<file path="src/rtl/regbank_decode_if.sv">
// regbank_decode_if: instruction-side inputs and registered address/status outputs of regbank_decode.
interface regbank_decode_if #(
    parameter int LOW_W  = 2,
    parameter int BANK_W = 2
);
    logic                    valid_i;
    logic [1:0]              bank_op_i;
    logic [BANK_W-1:0]       bank_i;
    logic [LOW_W-1:0]        rs_lo_i;
    logic [LOW_W-1:0]        rd_lo_i;
    logic [BANK_W+LOW_W-1:0] rs_addr_o;
    logic [BANK_W+LOW_W-1:0] rd_addr_o;
    logic [BANK_W-1:0]       bank_o;
    logic                    valid_o;
    logic                    stack_full_o;
    logic                    stack_empty_o;
    logic                    err_o;
    modport master (
        output valid_i, bank_op_i, bank_i, rs_lo_i, rd_lo_i,
        input  rs_addr_o, rd_addr_o, bank_o, valid_o, stack_full_o, stack_empty_o, err_o
    );
    modport slave (
        input  valid_i, bank_op_i, bank_i, rs_lo_i, rd_lo_i,
        output rs_addr_o, rd_addr_o, bank_o, valid_o, stack_full_o, stack_empty_o, err_o
    );
endinterface

</file>
<file path="src/rtl/regbank_decode.sv">
// regbank_decode: registered {bank,low} address decoder with bank set/push/pop.
// Define REGDEC_STACK_EN to build the LIFO bank stack; otherwise push acts as set and pop as hold.
module regbank_decode #(
    parameter int LOW_W       = 2,
    parameter int BANK_W      = 2,
    parameter int STACK_DEPTH = 4
) (
    input logic clk,
    input logic rst_n,
    regbank_decode_if.slave bus
);
    localparam int AW = BANK_W + LOW_W;
    logic [BANK_W-1:0] bank_q, bank_d;
    logic [AW-1:0]     rs_q, rd_q;
    logic              valid_q;
`ifdef REGDEC_STACK_EN
    localparam int SP_W  = $clog2(STACK_DEPTH + 1);
    localparam int IDX_W = $clog2(STACK_DEPTH);
    logic [BANK_W-1:0] stack_q [STACK_DEPTH];
    logic [SP_W-1:0]   sp_q, sp_d;
    logic              err_q, err_d, full, empty, push, pop, do_push, do_pop;
    always_comb begin
        full    = sp_q == SP_W'(STACK_DEPTH);
        empty   = sp_q == '0;
        push    = bus.valid_i && bus.bank_op_i == 2'b10;
        pop     = bus.valid_i && bus.bank_op_i == 2'b11;
        do_push = push && !full;
        do_pop  = pop && !empty;
        bank_d  = (bus.bank_op_i == 2'b01 || do_push) ? bus.bank_i
                : do_pop ? stack_q[IDX_W'(sp_q - SP_W'(1))] : bank_q;
        sp_d    = do_push ? sp_q + SP_W'(1) : do_pop ? sp_q - SP_W'(1) : sp_q;
        err_d   = err_q || (push && full) || (pop && empty);
    end
    always_ff @(posedge clk or negedge rst_n) begin
        if (!rst_n) begin
            sp_q  <= '0;
            err_q <= 1'b0;
        end else begin
            sp_q  <= sp_d;
            err_q <= err_d;
        end
    end
    // Stack contents are don't-care after reset, so the storage carries no reset.
    always_ff @(posedge clk) begin
        if (do_push) stack_q[IDX_W'(sp_q)] <= bank_q;
    end
    assign bus.stack_full_o  = full;
    assign bus.stack_empty_o = empty;
    assign bus.err_o         = err_q;
`else
    always_comb bank_d = ^bus.bank_op_i ? bus.bank_i : bank_q;
    assign bus.stack_full_o  = 1'b0;
    assign bus.stack_empty_o = 1'b1;
    assign bus.err_o         = 1'b0;
`endif
    always_ff @(posedge clk or negedge rst_n) begin
        if (!rst_n) begin
            bank_q  <= '0;
            rs_q    <= '0;
            rd_q    <= '0;
            valid_q <= 1'b0;
        end else begin
            valid_q <= bus.valid_i;
            if (bus.valid_i) begin
                bank_q <= bank_d;
                rs_q   <= {bank_d, bus.rs_lo_i};
                rd_q   <= {bank_d, bus.rd_lo_i};
            end
        end
    end
    assign bus.rs_addr_o = rs_q;
    assign bus.rd_addr_o = rd_q;
    assign bus.bank_o    = bank_q;
    assign bus.valid_o   = valid_q;
endmodule
</file>
<file path="src/flat_wrapper.sv">
// flat-port wrapper written by rule: the top's interface ports become plain ports
module regbank_decode_flat 
#(
    parameter int LOW_W       = 2,
    parameter int BANK_W      = 2,
    parameter int STACK_DEPTH = 4
)
  (clk, rst_n, bus_valid_i, bus_bank_op_i, bus_bank_i, bus_rs_lo_i, bus_rd_lo_i, bus_rs_addr_o, bus_rd_addr_o, bus_bank_o, bus_valid_o, bus_stack_full_o, bus_stack_empty_o, bus_err_o);
  regbank_decode_if #(.LOW_W(LOW_W), .BANK_W(BANK_W)) bus_i ();
  input logic clk;
  input logic rst_n;
  input wire logic [$bits(bus_i.valid_i)-1:0] bus_valid_i;
  input wire logic [$bits(bus_i.bank_op_i)-1:0] bus_bank_op_i;
  input wire logic [$bits(bus_i.bank_i)-1:0] bus_bank_i;
  input wire logic [$bits(bus_i.rs_lo_i)-1:0] bus_rs_lo_i;
  input wire logic [$bits(bus_i.rd_lo_i)-1:0] bus_rd_lo_i;
  output wire logic [$bits(bus_i.rs_addr_o)-1:0] bus_rs_addr_o;
  output wire logic [$bits(bus_i.rd_addr_o)-1:0] bus_rd_addr_o;
  output wire logic [$bits(bus_i.bank_o)-1:0] bus_bank_o;
  output wire logic [$bits(bus_i.valid_o)-1:0] bus_valid_o;
  output wire logic [$bits(bus_i.stack_full_o)-1:0] bus_stack_full_o;
  output wire logic [$bits(bus_i.stack_empty_o)-1:0] bus_stack_empty_o;
  output wire logic [$bits(bus_i.err_o)-1:0] bus_err_o;
  assign bus_i.valid_i = bus_valid_i;
  assign bus_i.bank_op_i = bus_bank_op_i;
  assign bus_i.bank_i = bus_bank_i;
  assign bus_i.rs_lo_i = bus_rs_lo_i;
  assign bus_i.rd_lo_i = bus_rd_lo_i;
  assign bus_rs_addr_o = bus_i.rs_addr_o;
  assign bus_rd_addr_o = bus_i.rd_addr_o;
  assign bus_bank_o = bus_i.bank_o;
  assign bus_valid_o = bus_i.valid_o;
  assign bus_stack_full_o = bus_i.stack_full_o;
  assign bus_stack_empty_o = bus_i.stack_empty_o;
  assign bus_err_o = bus_i.err_o;
  regbank_decode #(.LOW_W(LOW_W), .BANK_W(BANK_W), .STACK_DEPTH(STACK_DEPTH)) u_core (.clk(clk), .rst_n(rst_n), .bus(bus_i));
endmodule
</file>
<file path="config.mk">
export PLATFORM = sky130hd
export DESIGN_NAME = regbank_decode_flat
export DESIGN_NICKNAME = d
export VERILOG_FILES = /design/src/rtl/regbank_decode_if.sv /design/src/rtl/regbank_decode.sv /design/src/flat_wrapper.sv
export SDC_FILE = /design/constraint.sdc
export NUM_CORES = 1
export LEC_CHECK = 0
export ABC_AREA = 1
export CAP_MARGIN = 10
export CORE_AREA = 8 8 45 47
export CTS_CLUSTER_SIZE = 10
export DETAILED_ROUTE_END_ITERATION = 8
export DIE_AREA = 0 0 53 55
export PLACE_DENSITY = 0.66
export SYNTH_ARGS = -nofsm -noshare
export SYNTH_HDL_FRONTEND = slang
export SYNTH_SLANG_ARGS = --single-unit
</file>
<file path="constraint.sdc">
create_clock -name clk -period 0.8 [get_ports clk]
set_input_delay 0.16 -clock clk [delete_from_list [all_inputs] [get_ports clk]]
set_output_delay 0.16 -clock clk [all_outputs]
set_load 0.01 [all_outputs]
</file>
==> impl_metrics.env, run 1 <==
export IMPL_status="finished, violations left"
export IMPL_violations="negative setup slack"
export IMPL_fmax_mhz=1061
export IMPL_antenna_found_initial=0
export IMPL_viasPerCell=3.975
export IMPL_finalCriticalPeriod_ns=0.9428
export IMPL_slew_viol_final=0
export IMPL_fp_dieH_um=55
export IMPL_area_growth_pct=60.65
export IMPL_p_int_uw=724.4
export IMPL_hold_viol=0
export IMPL_overflow=0
export IMPL_fp_dieW_um=53
export IMPL_critPathMaxFanout=4
export IMPL_worst_slack_ns=-0.1428
export IMPL_crit_family="flip-flops"
export IMPL_cp_data_required_time_ns=0.64
export IMPL_p_per_area_nw_per_um2=1785
export IMPL_syn_inst=40
export IMPL_clk_pin_slew_ns=0.05
export IMPL_drc=0
export IMPL_cts_buffers=3
export IMPL_place_ws_ns=-0.2810
export IMPL_post_route_period_util_pct=117.8
export IMPL_worstHoldPathType="in -> async"
export IMPL_synth_cell_types=10
export IMPL_finalSetupViolCount=11
export IMPL_io_buffers=21
export IMPL_fin_area_um2=556.8
export IMPL_drive_gt1_share_pct=37.50
export IMPL_skew_ns=0
export IMPL_tns_ns=-1.362
export IMPL_grt_max_degree=10
export IMPL_critPathCaptureType="output pin"
export IMPL_path_buf_inv=1
export IMPL_hpwl_um=645.9
export IMPL_hold_ws_ns=0.1703
export IMPL_ys_ff_latch=7
export IMPL_rrSetupSlack_ns=0.07
export IMPL_cp_cell_sequence="buf_2"
export IMPL_cts_hold_buf=0
export IMPL_ioPinCount=25
export IMPL_clk_latency_ns=0.24
export IMPL_crit_type="reg -> out"
export IMPL_drtPass1Iterations=4
export IMPL_p_sw_uw=269.2
export IMPL_cts_buffer_depth=2
export IMPL_placed_cells=74
export IMPL_rsz0062_at_grt="yes"
export IMPL_p_total_uw=993.6
export IMPL_power_frac_comb_pct=27.2
export IMPL_arrival_ns=0.78
export IMPL_fin_util_pct=40.24
export IMPL_leakage_nw=0.3169
export IMPL_setup_worst_path_start_class="flip-flop"
export IMPL_vias=318
export IMPL_grt_first_pass_wirelength_um=1235
export IMPL_peakVddDrop_v=0.0007630
export IMPL_place_congestion=0.6356
export IMPL_final_cells=80
export IMPL_crit_path_top_delay_cell="dfrtp_1"
export IMPL_power_share_clock_pct=31.4
export IMPL_grt_pass1_vias=296
export IMPL_drtIter0Drc=6
export IMPL_yosysSeqAreaShare_pct=50.54
export IMPL_r2r_end="u_core.bus.rd_addr_o[3]"
export IMPL_rows=14
export IMPL_start_util_pct=25.05
export IMPL_clockRootBuffer="clkbuf_4"
export IMPL_p_sw_share_pct=27.09
export IMPL_syn_area_per_cell_um2=8.665
export IMPL_cts_tree="built"
export IMPL_r2r_cells=3
export IMPL_nNetsFinal=76
export IMPL_n_antenna_cell=0
export IMPL_dieArea_um2=2915
export IMPL_cts_htree_levels=1
export IMPL_clock_sinks=7
export IMPL_ant_nets=0
export IMPL_grt_use_total_pct=5.879
export IMPL_p_seq_share_pct=41.4
export IMPL_post_dp_cell_area_um2=546.8
export IMPL_r2r_start="u_core.bus.rd_addr_o[3]"
export IMPL_core_area_um2=1384
export IMPL_fillers=161
export IMPL_syn_area_um2=346.6
export IMPL_wl_per_cell_um=10.69
export IMPL_max_stage_delay_ns=0.39
export IMPL_yosys_warnings=0
export IMPL_timing_max_cap_violations=0
export IMPL_wirelength_um=855
cell families (layout without fill, tap and decap cells):
group,Yosys count,count (layout),share of synthesized area (%)
and+or+nand+nor,13,13,16.60
AOI/OAI and AO/OA,4,4,5.776
buffers and inverters,14,37,24.91
other,2,3,2.167
DFF,7,7,50.54
routing by layer:
metal / track usage [%] / part of all wire, % / wire length (um)
met5: 0 / 0 / 0
met4: 2.586 / 0 / 0
met3: 4.278 / 15 / 128
met2: 9.570 / 51 / 437
met1: 5.556 / 34 / 289
worst max path at each step:
stage	start	endpoint	slack, ns	cells past startpoint
final	u_core.bus.rd_addr_o[3]	bus_rs_addr_o[3]	-0.14	1
after floorplan	u_core.bus.rd_addr_o[2]	bus_rd_addr_o[2]	0.07	1
after detailed placement	u_core.bus.rd_addr_o[2]	bus_rd_addr_o[2]	-0.28	1
after global placement	u_core.bus.rd_addr_o[3]	bus_rd_addr_o[3]	-0.27	1
after global routing	u_core.bus.rd_addr_o[3]	bus_rs_addr_o[3]	-0.17	1
after CTS	u_core.bus.rd_addr_o[3]	bus_bank_o[1]	-0.15	1
final cells by class:
type                    count  area, um2  share of cell area, %
flip-flops and latches      7      175.2                  31.46
repair buffers             27      214.0                  38.43
multi-input cells          20      98.84                  17.75
well taps                  16      20.02                  3.596
inverters                   6      22.52                  4.045
clock buffers               4      26.28                  4.719
cells in the final DEF (no fill, tap or decap):
cell type,n
nand3_2,1
nand2_1,7
nand2_2,3
clkdlybuf4s50_1,7
inv_1,6
dlymetal6s2s_1,2
clkbuf_1,1
nand4_1,2
clkbuf_4,3
buf_4,5
conb_1,3
dfrtp_1,7
buf_6,2
dlygate4sd2_1,1
o21ai_1,4
buf_2,10
power by group through the flow:
stage               logic [mW]  registers (mW)  clock network, mW
floorplan                0.124           0.436                  0
global placement         0.308           0.418                  0
detailed placement       0.309           0.420                  0
CTS                      0.266           0.410              0.328
global route             0.299           0.414              0.348
finish                   0.271           0.411              0.312
synth_stat cells:
master	n	area share, %
nand3_1	1	1.4
inv_1	6	6.5
o21ai_1	4	5.8
nand2_1	9	9.7
nand2_2	1	1.8
conb_1	2	2.2
buf_6	1	3.2
dfrtp_1	7	51
buf_4	7	15
nand4_1	2	3.6
sequential cells by signal, summed over array words and instances, names as in the netlist:
| name | flops |
|---|---|
| u_core.bus.valid_o | 1 |
| u_core.bus.rd_addr_o | 4 |
| u_core.bus.rs_addr_o | 2 |
what timing repair did:
action,CTS,global route
setup endpoints to repair,14,13
setup buffers,3,2
gates cloned,0,0
pin swaps,1,2
gates resized for setup,47,5
Note: power is estimated with default switching activity, not from simulation.
==> run 2: changes to the inputs <==
- GPL_TIMING_DRIVEN: not set -> 0
==> run 2 against run 1 <==
Net effect:
- the run still ends with negative setup slack left
- core utilization up 7.6 points
- non-clock buffer count is 8 higher
- total power increased by 14%
- sequential share of layout area decreased by 5.0 points
- setup slack lost 0.20 ns
- die area is the same
- global-route usage increased by 0.27 points
- worst hold slack worse by 0.0059 ns
==> impl_metrics.env, run 2 (same netlist as run 1, synthesis figures left out) <==
export IMPL_place_congestion=0.6312
export IMPL_dieArea_um2=2915
export IMPL_use_met1_pct=5.393
export IMPL_fp_dieW_um=53
export IMPL_slew_viol_final=0
export IMPL_core_area_um2=1384
export IMPL_hpwl_um=664.6
export IMPL_met3_usage_pct=5.882
export IMPL_hold_ws_ns=0.1644
export IMPL_grt_max_degree=11
export IMPL_setup_worst_path_start_class="flip-flop"
export IMPL_arrival_ns=0.98
export IMPL_start_util_pct=25.05
export IMPL_hold_viol=0
export IMPL_clockRootBuffer="clkbuf_4"
export IMPL_peakVddDrop_v=0.0008314
export IMPL_grt_use_total_pct=6.150
export IMPL_post_route_period_util_pct=142.9
export IMPL_critPathCaptureType="output pin"
export IMPL_rows=14
export IMPL_finalCriticalPeriod_ns=1.143
export IMPL_violations="negative setup slack"
export IMPL_wirelength_um=881
export IMPL_p_total_mw=1.131
export IMPL_cts_buffer_depth=2
export IMPL_area_growth_pct=90.98
export IMPL_timing_max_cap_violations=0
export IMPL_cts_tree="built"
export IMPL_cts_htree_levels=1
export IMPL_clk_latency_ns=0.25
export IMPL_leakage_nw=0.3699
export IMPL_fin_area_um2=661.9
export IMPL_tns_ns=-2.379
export IMPL_worst_slack_ns=-0.3430
export IMPL_nNetsFinal=84
export IMPL_drtIter0Drc=2
export IMPL_cts_hold_buf=0
export IMPL_grt_first_pass_wirelength_um=1228
export IMPL_ant_nets=0
export IMPL_viasPerCell=3.841
export IMPL_drive_gt1_share_pct=43.06
export IMPL_layout_commonest_cell="buf_6"
export IMPL_critPathMaxFanout=3
export IMPL_rsz0062_at_grt="yes"
export IMPL_finalSetupViolCount=13
export IMPL_grt_met2_usage_pct=9.570
export IMPL_drtPass1Iterations=3
export IMPL_fmax_mhz=874.9
export IMPL_overflow=0
export IMPL_wl_per_cell_um=10.01
export IMPL_fp_dieH_um=55
export IMPL_post_dp_cell_area_um2=580.6
export IMPL_skew_ns=0
export IMPL_io_buffers=21
export IMPL_cts_buffers=3
export IMPL_ioPinCount=25
export IMPL_clock_sinks=7
export IMPL_vias=338
export IMPL_drc=0
export IMPL_worstHoldPathType="in -> async"
export IMPL_status="finished, violations left"
export IMPL_crit_type="reg -> out"
export IMPL_fillers=142
export IMPL_grt_pass1_vias=303
export IMPL_antenna_found_initial=0
export IMPL_top_usage_layer="met2"
export IMPL_n_antenna_cell=0
export IMPL_largest_reg_flops=4
export IMPL_final_cell_mix="buf_6 (11), nand2_1 (8), buf_4 (8)"
export IMPL_cp_data_required_time_ns=0.64
export IMPL_fin_util_pct=47.83
export IMPL_p_per_area_nw_per_um2=1708
export IMPL_clk_pin_slew_ns=0.05
==> run 2: changes by cell type in the layout (fill, tap and decap cells not counted) <==
cell	change
inv_1	-1
buf_4	+3
nand2_2	-1
buf_2	-5
nand2_1	+1
inv_2	+1
buf_6	+9
dlygate4sd2_1	+1
==> run 2: critical path, stage by stage (launching register included) <==
cell and delay [ns]:
dfrtp_1 0.40, buf_6 0.13, buf_6 0.10, buf_6 0.11
==> run 2: final cells by class <==
type	instances	area, um2	area share, %
Tap cell	16	20.02	3.025
Timing Repair Buffer	27	250.2	37.81
Inverter	6	22.52	3.403
Sequential cell	7	175.2	26.47
Multi-Input combinational cell	20	96.34	14.56
Buffer	8	71.32	10.78
Clock buffer	4	26.28	3.970
==> run 2: routing by layer <==
metal | up-vias | wire length, um
met1 | 144 | 283
met2 | 19 | 445
li1 | 175 | -
met3 | 0 | 151
met5 | - | 0
met4 | 0 | 0
==> run 2: repair_timing <==
action,CTS,global route
resized for setup,50,7
pin swaps,0,2
endpoints found under the setup margin,13,13
setup buffers,4,2
==> run 2: report_power, final <==
| group | internal, mW | switching [mW] | total [mW] |
|---|---|---|---|
| Sequential | 0.390 | 0.0239 | 0.414 |
| Clock | 0.190 | 0.120 | 0.310 |
| Combinational | 0.259 | 0.147 | 0.406 |
==> run 2: path summary, 6_finish.rpt <==
path | from | end | slack [ns] | cells after the start
max in group asynchronous | rst_n | u_core.bus.rs_addr_o[0] | 0.41 | 1
worst max-delay path | u_core.bus.rd_addr_o[2] | bus_rd_addr_o[2] | -0.34 | 3
min in group clk | bus_valid_i | u_core.bus.valid_o | 0.24 | 1
worst min-delay path | rst_n | u_core.bus.rs_addr_o[1] | 0.16 | 1
worst max register to register | u_core.bus.rd_addr_o[2] | u_core.bus.rd_addr_o[2] | -0.15 | 5
worst min register to register | u_core.bus.rd_addr_o[0] | u_core.bus.rd_addr_o[0] | 0.51 | 2
==> run 2: through the flow <==
stage | worst slack (ns) | std cells
final | -0.3430 | 88
after global routing | -0.3768 | 88
after CTS | -0.3488 | 86
after detailed placement | -0.3756 | 78
after global placement | -0.3732 | 78
after floorplan | 0.07422 | 41
